$ cat src/rtl/noc_injection_scheduler_pkg.sv
// Shared types for the per-node injection scheduler: packet format and FSM state encoding.
package noc_injection_scheduler_pkg;

   localparam int unsigned N       = 4;
   localparam int unsigned M       = 4;
   localparam int unsigned NODES   = N * M;
   // Packet carries source and destination node ids plus a 24-bit payload.
   localparam int unsigned PKT_W   = 2 * $clog2(NODES) + 24;

   typedef logic [PKT_W-1:0] packet_t;

   typedef enum logic [1:0] {
      StIdle,
      StHold,
      StGap
   } state_t;

endpackage

$ cat src/rtl/noc_injection_scheduler_if.sv
// Source-side and network-side signals of one node's injection scheduler.
interface noc_injection_scheduler_if
   import noc_injection_scheduler_pkg::*;
#(
   parameter int unsigned REQ   = 4,
   parameter int unsigned GAP_W = 4,
   parameter int unsigned CNT_W = 16
) ();

   logic [REQ-1:0]   i_req;
   packet_t          i_pkt [REQ];
   logic [REQ-1:0]   o_grant;
   logic             i_net_en;
   packet_t          o_data;
   logic             o_data_val;
   logic [GAP_W-1:0] i_gap;
   logic [CNT_W-1:0] o_inj_count;
   logic             o_busy;

   modport master (
      output i_req, i_pkt, i_net_en, i_gap,
      input  o_grant, o_data, o_data_val, o_inj_count, o_busy
   );

   modport slave (
      input  i_req, i_pkt, i_net_en, i_gap,
      output o_grant, o_data, o_data_val, o_inj_count, o_busy
   );

endinterface

$ cat src/rtl/noc_injection_scheduler_rr_arbiter.sv
// Combinational round-robin arbiter: first request after ptr (with wrap) wins.
module noc_injection_scheduler_rr_arbiter #(
   parameter int unsigned REQ   = 4,
   parameter int unsigned PTR_W = (REQ > 1) ? $clog2(REQ) : 1
) (
   input  logic [REQ-1:0]   req,
   input  logic [PTR_W-1:0] ptr,
   output logic [REQ-1:0]   grant,
   output logic             valid,
   output logic [PTR_W-1:0] idx
);

   logic [PTR_W-1:0] cand;

   always_comb begin
      grant = '0;
      valid = 1'b0;
      idx   = '0;
      cand  = '0;
      for (int unsigned i = 1; i <= REQ; i++) begin
         cand = PTR_W'((32'(ptr) + i) % REQ);
         if (!valid && req[cand]) begin
            valid       = 1'b1;
            idx         = cand;
            grant[cand] = 1'b1;
         end
      end
   end

endmodule

$ cat src/rtl/noc_injection_scheduler.sv
// Per-node injection controller: round-robin source selection, hold-until-accept,
// programmable post-injection idle gap and a saturating injection counter.
module noc_injection_scheduler
   import noc_injection_scheduler_pkg::*;
#(
   parameter int unsigned REQ   = 4,
   parameter int unsigned GAP_W = 4,
   parameter int unsigned CNT_W = 16
) (
   input logic                      clk,
   input logic                      reset,
   noc_injection_scheduler_if.slave bus
);

   localparam int unsigned PTR_W = (REQ > 1) ? $clog2(REQ) : 1;

   state_t           state_q, state_d;
   logic [PTR_W-1:0] ptr_q;
   logic [PTR_W-1:0] win_idx;
   logic [REQ-1:0]   win_grant;
   logic             win_valid;
   logic [REQ-1:0]   grant_q;
   packet_t          data_q;
   logic [GAP_W-1:0] gap_q;
   logic [GAP_W-1:0] gap_cnt_q;
   logic [CNT_W-1:0] count_q;
   logic             capture;
   logic             accept;

   noc_injection_scheduler_rr_arbiter #(
      .REQ   (REQ),
      .PTR_W (PTR_W)
   ) u_arb (
      .req   (bus.i_req),
      .ptr   (ptr_q),
      .grant (win_grant),
      .valid (win_valid),
      .idx   (win_idx)
   );

   assign capture = (state_q == StIdle) && win_valid;
   assign accept  = (state_q == StHold) && bus.i_net_en;

   always_ff @(posedge clk) begin
      if (reset) begin
         state_q <= StIdle;
      end else begin
         state_q <= state_d;
      end
   end

   always_comb begin
      state_d = state_q;
      unique case (state_q)
         StIdle: if (win_valid) state_d = StHold;
         StHold: if (bus.i_net_en) state_d = (gap_q == '0) ? StIdle : StGap;
         StGap:  if (gap_cnt_q == GAP_W'(1)) state_d = StIdle;
         default: state_d = StIdle;
      endcase
   end

   // Datapath: capture on arbitration win, count on accept, count down the idle gap.
   always_ff @(posedge clk) begin
      if (reset) begin
         ptr_q     <= PTR_W'(REQ - 1);
         grant_q   <= '0;
         data_q    <= '0;
         gap_q     <= '0;
         gap_cnt_q <= '0;
         count_q   <= '0;
      end else begin
         grant_q <= '0;
         if (capture) begin
            ptr_q   <= win_idx;
            grant_q <= win_grant;
            data_q  <= bus.i_pkt[win_idx];
            gap_q   <= bus.i_gap;
         end
         if (accept) begin
            gap_cnt_q <= gap_q;
            if (count_q != '1) count_q <= count_q + 1'b1;
         end else if (state_q == StGap) begin
            gap_cnt_q <= gap_cnt_q - 1'b1;
         end
      end
   end

   always_comb begin
      bus.o_data_val  = (state_q == StHold);
      bus.o_busy      = (state_q != StIdle);
      bus.o_grant     = grant_q;
      bus.o_data      = data_q;
      bus.o_inj_count = count_q;
   end

endmodule

$ cat src/flat_wrapper.sv
// flat-port wrapper written by rule: the top's interface ports become plain ports
module noc_injection_scheduler_flat import noc_injection_scheduler_pkg::*;
#(
   parameter int unsigned REQ   = 4,
   parameter int unsigned GAP_W = 4,
   parameter int unsigned CNT_W = 16
)
  (clk, reset, bus_i_req, bus_i_pkt, bus_i_net_en, bus_i_gap, bus_o_grant, bus_o_data, bus_o_data_val, bus_o_inj_count, bus_o_busy);
  noc_injection_scheduler_if #(.REQ(REQ), .GAP_W(GAP_W), .CNT_W(CNT_W)) bus_i ();
  input logic clk;
  input logic reset;
  input wire logic [$bits(bus_i.i_req)-1:0] bus_i_req;
  input wire logic [$bits(bus_i.i_pkt)-1:0] bus_i_pkt;
  input wire logic [$bits(bus_i.i_net_en)-1:0] bus_i_net_en;
  input wire logic [$bits(bus_i.i_gap)-1:0] bus_i_gap;
  output wire logic [$bits(bus_i.o_grant)-1:0] bus_o_grant;
  output wire logic [$bits(bus_i.o_data)-1:0] bus_o_data;
  output wire logic [$bits(bus_i.o_data_val)-1:0] bus_o_data_val;
  output wire logic [$bits(bus_i.o_inj_count)-1:0] bus_o_inj_count;
  output wire logic [$bits(bus_i.o_busy)-1:0] bus_o_busy;
  assign bus_i.i_req = bus_i_req;
  assign bus_i.i_pkt = {>>{bus_i_pkt}};
  assign bus_i.i_net_en = bus_i_net_en;
  assign bus_i.i_gap = bus_i_gap;
  assign bus_o_grant = bus_i.o_grant;
  assign bus_o_data = bus_i.o_data;
  assign bus_o_data_val = bus_i.o_data_val;
  assign bus_o_inj_count = bus_i.o_inj_count;
  assign bus_o_busy = bus_i.o_busy;
  noc_injection_scheduler #(.REQ(REQ), .GAP_W(GAP_W), .CNT_W(CNT_W)) u_core (.clk(clk), .reset(reset), .bus(bus_i));
endmodule
$ cat config.mk
export PLATFORM = sky130hd
export DESIGN_NAME = noc_injection_scheduler_flat
export DESIGN_NICKNAME = d
export VERILOG_FILES = /design/src/rtl/noc_injection_scheduler_pkg.sv /design/src/rtl/noc_injection_scheduler_if.sv /design/src/rtl/noc_injection_scheduler_rr_arbiter.sv /design/src/rtl/noc_injection_scheduler.sv /design/src/flat_wrapper.sv
export SDC_FILE = /design/constraint.sdc
export NUM_CORES = 1
export LEC_CHECK = 0
export BUFFER_PORTS_ARGS = -buffer_cell sky130_fd_sc_hd__buf_2
export CORE_MARGIN = 2
export CORE_UTILIZATION = 35
export CTS_CLUSTER_DIAMETER = 60
export DETAILED_ROUTE_END_ITERATION = 6
export PLACE_DENSITY = 0.73
export SYNTH_ARGS = -nofsm -noshare
export SYNTH_HDL_FRONTEND = slang
export SYNTH_SLANG_ARGS = --single-unit
$ cat constraint.sdc
create_clock -name clk -period 5.35 [get_ports clk]
set_input_delay 0.8025 -clock clk [delete_from_list [all_inputs] [get_ports clk]]
set_output_delay 0.8025 -clock clk [all_outputs]
set_load 0.03 [all_outputs]
# Word-level counts from Yosys, hierarchy flattened
# Index checks and enable logic that the tools add are counted.
dict set report classes {
  add_sub_neg 6
  multipliers 0
  div 0
  n_lt_le_gt_ge 9
  eq_ne 7
  shifts 0
  n_mux 38
  bitwise_logic 5
  reduce_logical 19
}
# cell count
set op_table {}
lappend op_table {{binary-select mux 32 bit (select 2 bit)} 1}
lappend op_table {{2-to-1 mux 32 bit} 2}
lappend op_table {{2-to-1 mux 4 bit} 6}
lappend op_table {{adder 16 x 1 -> 16 bit (second input constant)} 1}
lappend op_table {{2-to-1 mux 2 bit} 8}
lappend op_table {{inequality test 16 bit (second input constant)} 1}
lappend op_table {{< comparator 2 x 3 -> 1 bit (second input constant)} 4}
lappend op_table {{2-to-1 mux 1 bit} 12}
lappend op_table {{OR 4 bit} 3}
lappend op_table {{logical AND 1 bit} 9}
lappend op_table {{binary-select mux 1 bit (select 2 bit)} 4}
lappend op_table {{demux 1 bit (select 2 bit)} 4}
lappend op_table {{greater-or-equal comparator 2 x 1 -> 1 bit (second input constant)} 4}
lappend op_table {{one-hot mux 2 bit (3 select lines)} 1}
lappend op_table {{adder 2 x 1 -> 2 bit (second input constant)} 2}
lappend op_table {{adder 2 bit (second input constant)} 2}
lappend op_table {{== test 4 x 1 -> 1 bit (second input constant)} 1}
lappend op_table {{logical NOT 4 bit} 1}
lappend op_table {{inequality test 2 x 1 -> 1 bit (second input constant)} 2}
lappend op_table {{nonzero test 2 bit} 2}
lappend op_table {{subtractor 4 x 1 -> 4 bit (second input constant)} 1}
lappend op_table {{greater-or-equal comparator 3 bit (second input constant)} 1}
lappend op_table {{logical NOT 1 bit} 3}
lappend op_table {{NOT 2 -> 3 bit} 1}
lappend op_table {{8 further kinds} 8}
dict set report totals {
  ff_bits 64
  latchBits 0
  ramBits 0
  romBits 0
  in_bits 139
  elab_cells 91
  mem_count 0
}

# Depth between registers and ports, before layout
# Gate-level depths: netlist of run 1.
dict set report depth {
  depth_word 17
  depth_mapped 13
  ltp_nobuf 8
}

# By module
# Synthesis of run 1 repeated with hierarchy kept, for this count alone.
dict set report unflattened {
  hier_cells 454
  area_unflattened_um2 3941.3
}
# mod instances cells_per_inst area_per_inst_um2
set by_module_without_submodules {}
lappend by_module_without_submodules {noc_injection_scheduler 1 369 3309.4}
lappend by_module_without_submodules {noc_injection_scheduler_rr_arbiter 1 85 631.9}

# Worst setup path before layout of run 1
# No wires, ideal clock.
dict set report synth_path {
  kind {register -> register}
  startpoint {register u_core.ptr_q[0]}
  endpoint {register u_core.data_q[10], in the netlist u_core.bus.o_data[10]}
  setup_time_ns 0.128
  arrival_ns 2.654
  required_ns 5.222
  path_slack_ns 2.568
  path_stages_with_launch 13
  n_path_buf 4
  period_less_slack_ns 2.782
  path_cell_list {dfxtp_1 > buf_6 > inv_1 > ha_1 > buf_2 > mux4_2 > or3_4 > o21ai_4 > nor2_4 > nand2b_4 > buf_6 > buf_12 > o221ai_2}
}
dict set report synth_between {
  elab_chain_len 17
}
# element line_no
set synth_lines {}
lappend synth_lines {{start: declaration} noc_injection_scheduler.sv:18} ;# logic [PTR_W-1:0] ptr_q;
lappend synth_lines {{start signal: assignment} noc_injection_scheduler.sv:65} ;# ptr_q <= PTR_W'(REQ - 1);
lappend synth_lines {{start signal: assignment} noc_injection_scheduler.sv:74} ;# ptr_q <= win_idx;
lappend synth_lines {{adder 2 x 1 -> 2 bit} noc_injection_scheduler_rr_arbiter.sv:21} ;# cand = PTR_W'((32'(ptr) + i) % REQ);
lappend synth_lines {{binary-select mux 1 bit (select 2 bit)} noc_injection_scheduler_rr_arbiter.sv:22} ;# if (!valid && req[cand]) begin
lappend synth_lines {{2-to-1 mux 1 bit (implied by the code)} noc_injection_scheduler_rr_arbiter.sv:22}
lappend synth_lines {{2-to-1 mux 1 bit} noc_injection_scheduler_rr_arbiter.sv:22}
lappend synth_lines {{logical NOT 1 bit} noc_injection_scheduler_rr_arbiter.sv:22}
lappend synth_lines {{logical AND 1 bit} noc_injection_scheduler_rr_arbiter.sv:22}
lappend synth_lines {{2-to-1 mux 1 bit} noc_injection_scheduler_rr_arbiter.sv:22}
lappend synth_lines {{logical NOT 1 bit} noc_injection_scheduler_rr_arbiter.sv:22}
lappend synth_lines {{logical AND 1 bit} noc_injection_scheduler_rr_arbiter.sv:22}
lappend synth_lines {{2-to-1 mux 1 bit} noc_injection_scheduler_rr_arbiter.sv:22}
lappend synth_lines {{logical NOT 1 bit} noc_injection_scheduler_rr_arbiter.sv:22}
lappend synth_lines {{logical AND 1 bit} noc_injection_scheduler_rr_arbiter.sv:22}
lappend synth_lines {{2-to-1 mux 2 bit} noc_injection_scheduler_rr_arbiter.sv:22}
lappend synth_lines {{NOT 2 -> 3 bit (implied by the code)} noc_injection_scheduler.sv:76} ;# data_q <= bus.i_pkt[win_idx];
lappend synth_lines {{binary-select mux 32 bit (select 2 bit)} noc_injection_scheduler.sv:76}
lappend synth_lines {{2-to-1 mux 32 bit (implied by the code) (2 in series)} noc_injection_scheduler.sv:76}
lappend synth_lines {{end signal: assignment} noc_injection_scheduler.sv:76}
lappend synth_lines {{end: declaration} noc_injection_scheduler.sv:23} ;# packet_t data_q;
# Parallel ways exist; a longest one is shown, timed or not. The select of a mux whose other input is x is not followed.
# A chain may end at the register's enable or synchronous reset.

# Worst setup path in the final report of run 1
dict set report layout_path {
  startpoint {register u_core.ptr_q[0]}
  endpoint {register u_core.data_q[15], in the netlist u_core.bus.o_data[15]}
}
# Same word-level chain as after synthesis.

==> impl_metrics.json, run 1 <==
{
  "outcome": "completed",
  "crit_arrival_ps": 4330,
  "fin_ws_ps": 1260,
  "ctsResizeCount": 0,
  "worstSetupEndpointType": "flop",
  "ios": 193,
  "antenna_found_initial": 0,
  "fin_setup_tns_ps": 0,
  "gr-usage-all-layers_pct": 17.0,
  "clockRootBuffer": "clkbuf_8",
  "final_cells": 704,
  "cts_setup_buffers": 0,
  "worstMarginPinSlew_ps": 1160,
  "cts.clk_slew.worst_paths_ps": 70,
  "whs_path_depth": 2,
  "syn-mean-instance-area_sq_um": 9.86,
  "fillers": 971,
  "numPortBuffers": 192,
  "critPathKind": "flop to flop",
  "vias": 3543,
  "final.period_utilization_pct": 76.5,
  "skew_ps": 11.7,
  "peakVddDrop_v": 0.000340,
  "finalHoldViolCount": 0,
  "wl_mm": 10.6,
  "n_antenna_cell": 0,
  "fmaxAchievable_ghz": 0.244,
  "p_per_area_nw_per_um2": 521,
  "async_flop_share_pct": 0,
  "yosys.area.top_type": "dfxtp_1",
  "rsz0062_at_grt": "false",
  "placement_rows": 37,
  "crit_required_ps": 5590,
  "hpwl_mm": 8.02,
  "ant_nets": 0,
  "clk_path_buf_depth": 2,
  "syn2layout_area_growth_pct": 30.8,
  "dpl.cell_count": 688,
  "ys_ff_latch": 64,
  "multi_input_area_sq_um": 2270,
  "seq_area_frac_synth_pct": 33.8,
  "grt_max_degree": 54,
  "nets": 713,
  "grt_pass1_vias": 3380,
  "viasPerCell": 5.03,
  "post-route-drc-count": 0,
  "coreArea_sq_um": 10400,
  "cts_tree": "done",
  "yosysUniqueCellTypes": 45,
  "synth_area_sq_um": 3790,
  "synth.area.top_cells": "dfxtp_1, mux2i_1, o221ai_1",
  "min_period_ps": 4090,
  "start_util_pct": 36.4,
  "crit_fanout": 25,
  "cpPeakStageDelay_ps": 740,
  "clk_latency_ps": 340,
  "final_max_slew_viol_count": 0,
  "numCtsBuffers": 9,
  "cts-hold-fix-buffers": 0,
  "first_iter_violations": 307,
  "synthCells": 384,
  "seqCellArea_sq_um": 1280,
  "ys.flop_type": "dfxtp_1",
  "dr.pass1.iters": 4,
  "synth-edff-count": 0,
  "reg2reg_depth": 8,
  "post_drt_wl_per_cell_microns": 15.1,
  "relSlewSlack_pct": 20.5,
  "leakage_nw": 2.50,
  "setup_viol_count_final": 0,
  "critPathLaunchType": "flop",
  "syn_nets": 534,
  "htreeDepth": 3,
  "place_ws_ps": 1270,
  "crit_chain": "inv_1 > ha_1 > mux4_2 > and2b_1 > o21ai_0 > o21a_1 > nand2_2 > o221ai_1",
  "gp_congestion": 0.784,
  "dieWidth_microns": 108,
  "maxCapViolCount": 0,
  "slowest_stage": "o21a_1",
  "synth.top_cell.area_share_pct": 33.8,
  "grt_pass1_wl_mm": 15.8,
  "die_h_microns": 108,
  "overflow": 0,
  "clock_sinks": 64,
  "ys_warn_count": 0,
  "dieArea_sq_um": 11700,
  "layout-drive-gt1-share_pct": 40.8,
  "hold_class": "flop to flop"
}
[synth_stat cells (2+ instances only)]
library cell  number
a2111oi_0          2
a221oi_1           6
o221ai_1          23
or4_1              2
mux2i_1           71
dfxtp_1           64
nand4_1            4
and2b_1            2
clkbuf_1           5
nor2b_1            4
xnor2_1            7
nand2b_4           2
buf_2              2
nor2_1            41
nor3b_1            2
inv_1              5
o221ai_2          10
buf_4              3
o21ai_0            4
a22oi_1            5
mux4_2             4
xor2_1             9
nor3_1             4
and2_1             3
buf_6             13
and3_1             7
nand2_1           37
a21oi_1            6
nand2b_1           2
nand3_1           10
ha_1              11
[flip-flops by register name, indices dropped and copies added (netlist names)]
| signal | flops |
|---|---|
| u_core.bus.o_data | 32 |
| u_core.bus.o_inj_count | 16 |
| u_core.bus.o_grant | 4 |
| u_core.gap_cnt_q | 4 |
| u_core.gap_q | 4 |
| u_core.ptr_q | 2 |
| u_core.state_q | 2 |
[cell usage in the layout (no fill, tap or decap), drive strengths merged, types with 2 or more instances in the layout]
cell / Yosys / routed
buf: 20 / 193
mux2i: 71 / 71
dfxtp: 64 / 64
nor2: 42 / 42
nand2: 38 / 38
o221ai: 33 / 33
ha: 11 / 11
nand3: 10 / 10
xor2: 9 / 9
clkbuf: 5 / 9
xnor2: 7 / 7
and3: 7 / 7
a21oi: 6 / 6
a221oi: 6 / 6
inv: 5 / 5
a22oi: 5 / 5
o21ai: 5 / 5
nor2b: 4 / 4
mux4: 4 / 4
nor3: 4 / 4
nand4: 4 / 4
nand2b: 4 / 4
and2: 3 / 3
bufinv: 0 / 3
clkinv: 0 / 3
and2b: 2 / 2
nor3b: 2 / 2
or4: 2 / 2
a2111oi: 2 / 2
[final cells by class]
| cell class | count | share of cell area, % |
|---|---|---|
| Clock buffer | 9 | 2.50 |
| Clock inverter | 7 | 2.43 |
| Inverter | 5 | 0.379 |
| Multi-Input combinational cell | 290 | 45.8 |
| Sequential cell | 64 | 25.9 |
| Tap cell | 136 | 3.44 |
| Timing Repair Buffer | 193 | 19.6 |
[report_power, final]
group          internal [mW]  leakage, nW  switching [mW]
combinational          0.582         1.86           0.825
clock                  0.310        0.119           0.200
sequential             0.585        0.525          0.0778
total                   1.48         2.50            1.10
[routing by layer]
layer  vias to the layer above  part of all wire (%)  track usage, %  wire (microns)
met5                         -                     0               0               0
met1                      1590                    40            19.8            4230
met4                         0                   1.9            5.68             201
li1                       1783                     -               -               -
met3                        15                   8.7            4.82             925
met2                       155                    50            30.0            5270
[through the flow]
step | power (mW) | cell area [sq um] | hold WS [ps] | utilization (%)
6_report | 2.58 | 4950 | 464 | 47.5
5_1_grt | 2.73 | 4950 | 489 | 47.5
4_1_cts | 2.60 | 4950 | 463 | 47.5
3_5_place_dp | 2.09 | 4710 | 445 | 45.2
2_1_floorplan | 1.87 | 3790 | 463 | -
3_3_place_gp | 2.03 | 4710 | 440 | 45.2
[path summary, 6_finish.rpt]
check,slack (ps),endpoint,start
worst min-delay path,460,u_core.bus.o_data[18],u_core.bus.o_data[18]
worst max register to register,1260,u_core.bus.o_data[15],u_core.ptr_q[0]
worst min register to register,460,u_core.bus.o_data[18],u_core.bus.o_data[18]
worst max-delay path,1260,u_core.bus.o_data[15],u_core.ptr_q[0]
[critical path, delay by kind of cell (launching register included)]
family | cells | cell delay [ps]
and+or+nand+nor | 2 | 850
DFF | 1 | 690
AOI/OAI and AO/OA | 3 | 1270
adders and majority gates | 1 | 510
buffers and inverters | 1 | 290
muxes | 1 | 380
[logic make-up (layout without fill, tap and decap cells)]
group | after synthesis | in the layout | synth area share, %
DFF | 64 | 64 | 33.8
and+or+nand+nor | 125 | 125 | 15.9
adders and majority gates | 11 | 11 | 3.63
xor gates and xnor gates | 16 | 16 | 3.70
muxes | 76 | 76 | 21.4
buffers and inverters | 30 | 214 | 6.64
AOI/OAI and AO/OA | 62 | 62 | 14.9
Power figures use the tool's default switching activity.
==> inputs of run 2 (changes only) <==
- clock period: 5.35 -> 3.8 ns (I/O delays scaled with it)
==> run 2 against run 1 <==
Compared with the run above: utilization is 0.14 points lower; power is 36% higher; highest routed layer unchanged; count of clock-buffer cells in the layout is 2 higher; final area is 0.30% lower; maximum frequency is 21% higher; die area stayed put; flip-flop and latch count stayed put; setup slack worse by 830 ps; via count is 1.2% higher; register-to-register slack worse by 830 ps.
==> impl_metrics.json, run 2 (synthesis gave the netlist of run 1 again) <==
{
  "outcome": "completed",
  "worstSetupEndpointType": "flop",
  "numCtsBuffers": 9,
  "placement_rows": 37,
  "clk_latency_ps": 330,
  "post_drt_wl_per_cell_microns": 14.8,
  "final_max_slew_viol_count": 0,
  "wl_mm": 10.5,
  "cts.clk_slew.worst_paths_ps": 70,
  "hpwl_mm": 8.07,
  "syn2layout_area_growth_pct": 30.4,
  "crit_required_ps": 3990,
  "die_h_microns": 108,
  "finalHoldViolCount": 0,
  "reg2reg_to": "u_core.bus.o_data[16]",
  "skew_ps": 11.1,
  "final_common_cell": "buf_2",
  "placed_area_sq_um": 4740,
  "p_per_area_nw_per_um2": 709,
  "dr.pass1.iters": 4,
  "hold_ws_ps": 462,
  "r2r_setup_slack_ps": 420,
  "start_util_pct": 36.4,
  "antenna_found_initial": 0,
  "numPortBuffers": 192,
  "fin_ws_ps": 422,
  "whs_path_depth": 2,
  "relSlewSlack_pct": 20.5,
  "overflow": 0,
  "final.period_utilization_pct": 88.9,
  "grt_pass1_wl_mm": 15.7,
  "hp-start": "u_core.bus.o_data[21]",
  "ios": 193,
  "cts_tree": "done",
  "reg2reg_depth": 9,
  "post-route-drc-count": 0,
  "worstMarginPinSlew_ps": 1160,
  "fin_area_sq_um": 4940,
  "viasPerCell": 5.07,
  "clockRootBuffer": "clkbuf_8",
  "gr-usage-all-layers_pct": 16.9,
  "layout_common_cells": "buf_2, mux2i_1, dfxtp_1, nor2_1, nand2_1",
  "crit_fanout": 47,
  "fmaxAchievable_ghz": 0.296,
  "rsz0062_at_grt": "false",
  "dieWidth_microns": 108,
  "hold_class": "flop to flop",
  "fin_util_pct": 47.4,
  "grt_pass1_vias": 3424,
  "largest_reg_flops": 32,
  "crit_arrival_ps": 3570,
  "nets": 716,
  "vias": 3587,
  "ant_nets": 0,
  "final_cells": 707,
  "layout-drive-gt1-share_pct": 40.8,
  "timing.rr.start": "u_core.ptr_q[1]",
  "critPathLaunchType": "flop",
  "gp_congestion": 0.836,
  "power_mw": 3.50,
  "whs_endpoint": "u_core.bus.o_data[21]",
  "maxCapViolCount": 0,
  "leakage_nw": 2.50,
  "setup_viol_count_final": 0,
  "place_ws_ps": 267,
  "grt_max_degree": 48,
  "n_antenna_cell": 0,
  "peakVddDrop_v": 0.000356,
  "clk_path_buf_depth": 2,
  "fin_setup_tns_ps": 0,
  "first_iter_violations": 214,
  "htreeDepth": 3,
  "dieArea_sq_um": 11700,
  "min_period_ps": 3380,
  "clock_sinks": 64,
  "coreArea_sq_um": 10400,
  "fillers": 956,
  "dpl.cell_count": 691,
  "critPathKind": "flop to flop"
}
-- run 2: cell types whose count changed in the layout (fill, tap and decap cells not counted) --
cell	previous run	this run
clkinvlp_4	1	0
clkinv_2	1	2
nand2_4	0	1
buf_12	0	1
clkbuf_1	0	2
buf_4	1	3
nand2_2	1	0
bufinv_16	3	1
-- run 2: layout make-up --
type / instances / area, sq um / area share [%]
inverters: 5 / 18.8 / 0.380
clock inverters: 5 / 57.6 / 1.17
repair buffers: 196 / 1000 / 20.3
flip-flops and latches: 64 / 1280 / 26.0
well taps: 136 / 170 / 3.45
clock buffers: 11 / 131 / 2.66
multi-input cells: 290 / 2270 / 46.1
-- run 2: timing repair --
action | 4_1_cts | 5_1_grt
setup endpoints to repair | 0 | 1
hold buffers | 0 | 0
setup buffers | 0 | 0
gates resized for setup | 0 | 1
-- run 2: layer usage --
| metal | track usage, % | vias to the layer above | part of all wire [%] |
|---|---|---|---|
| met5 | 0 | - | 0 |
| met4 | 5.31 | 0 | 1.3 |
| met3 | 4.82 | 12 | 8.2 |
| met2 | 30.5 | 145 | 51 |
| met1 | 19.2 | 1649 | 40 |
| li1 | - | 1781 | - |
-- run 2: critical path, stage by stage, from the launching register on --
cell and delay, ps:
dfxtp_1 620, inv_1 200, ha_1 470, mux4_2 480, or4_1 530, nand3_1 150, a31oi_4 100, buf_12 280
mux2i_1 230, o221ai_1 130
-- run 2: worst max-delay path by stage --
stage                     slack (ps)             from                     to
after floorplan                 1020  u_core.ptr_q[0]  u_core.bus.o_data[10]
after global placement           440  u_core.ptr_q[1]   u_core.bus.o_data[3]
final                            420  u_core.ptr_q[1]  u_core.bus.o_data[16]
after CTS                        260  u_core.ptr_q[1]  u_core.bus.o_data[27]
after global routing             160  u_core.ptr_q[1]  u_core.bus.o_data[19]
after detailed placement         270  u_core.ptr_q[1]  u_core.bus.o_data[27]
-- run 2: where the power goes --
part,switching [mW],internal (mW),leakage (nW),total (mW)
Clock,0.262,0.304,0.0973,0.566
Sequential,0.0925,0.824,0.525,0.917
Combinational,1.17,0.845,1.88,2.02
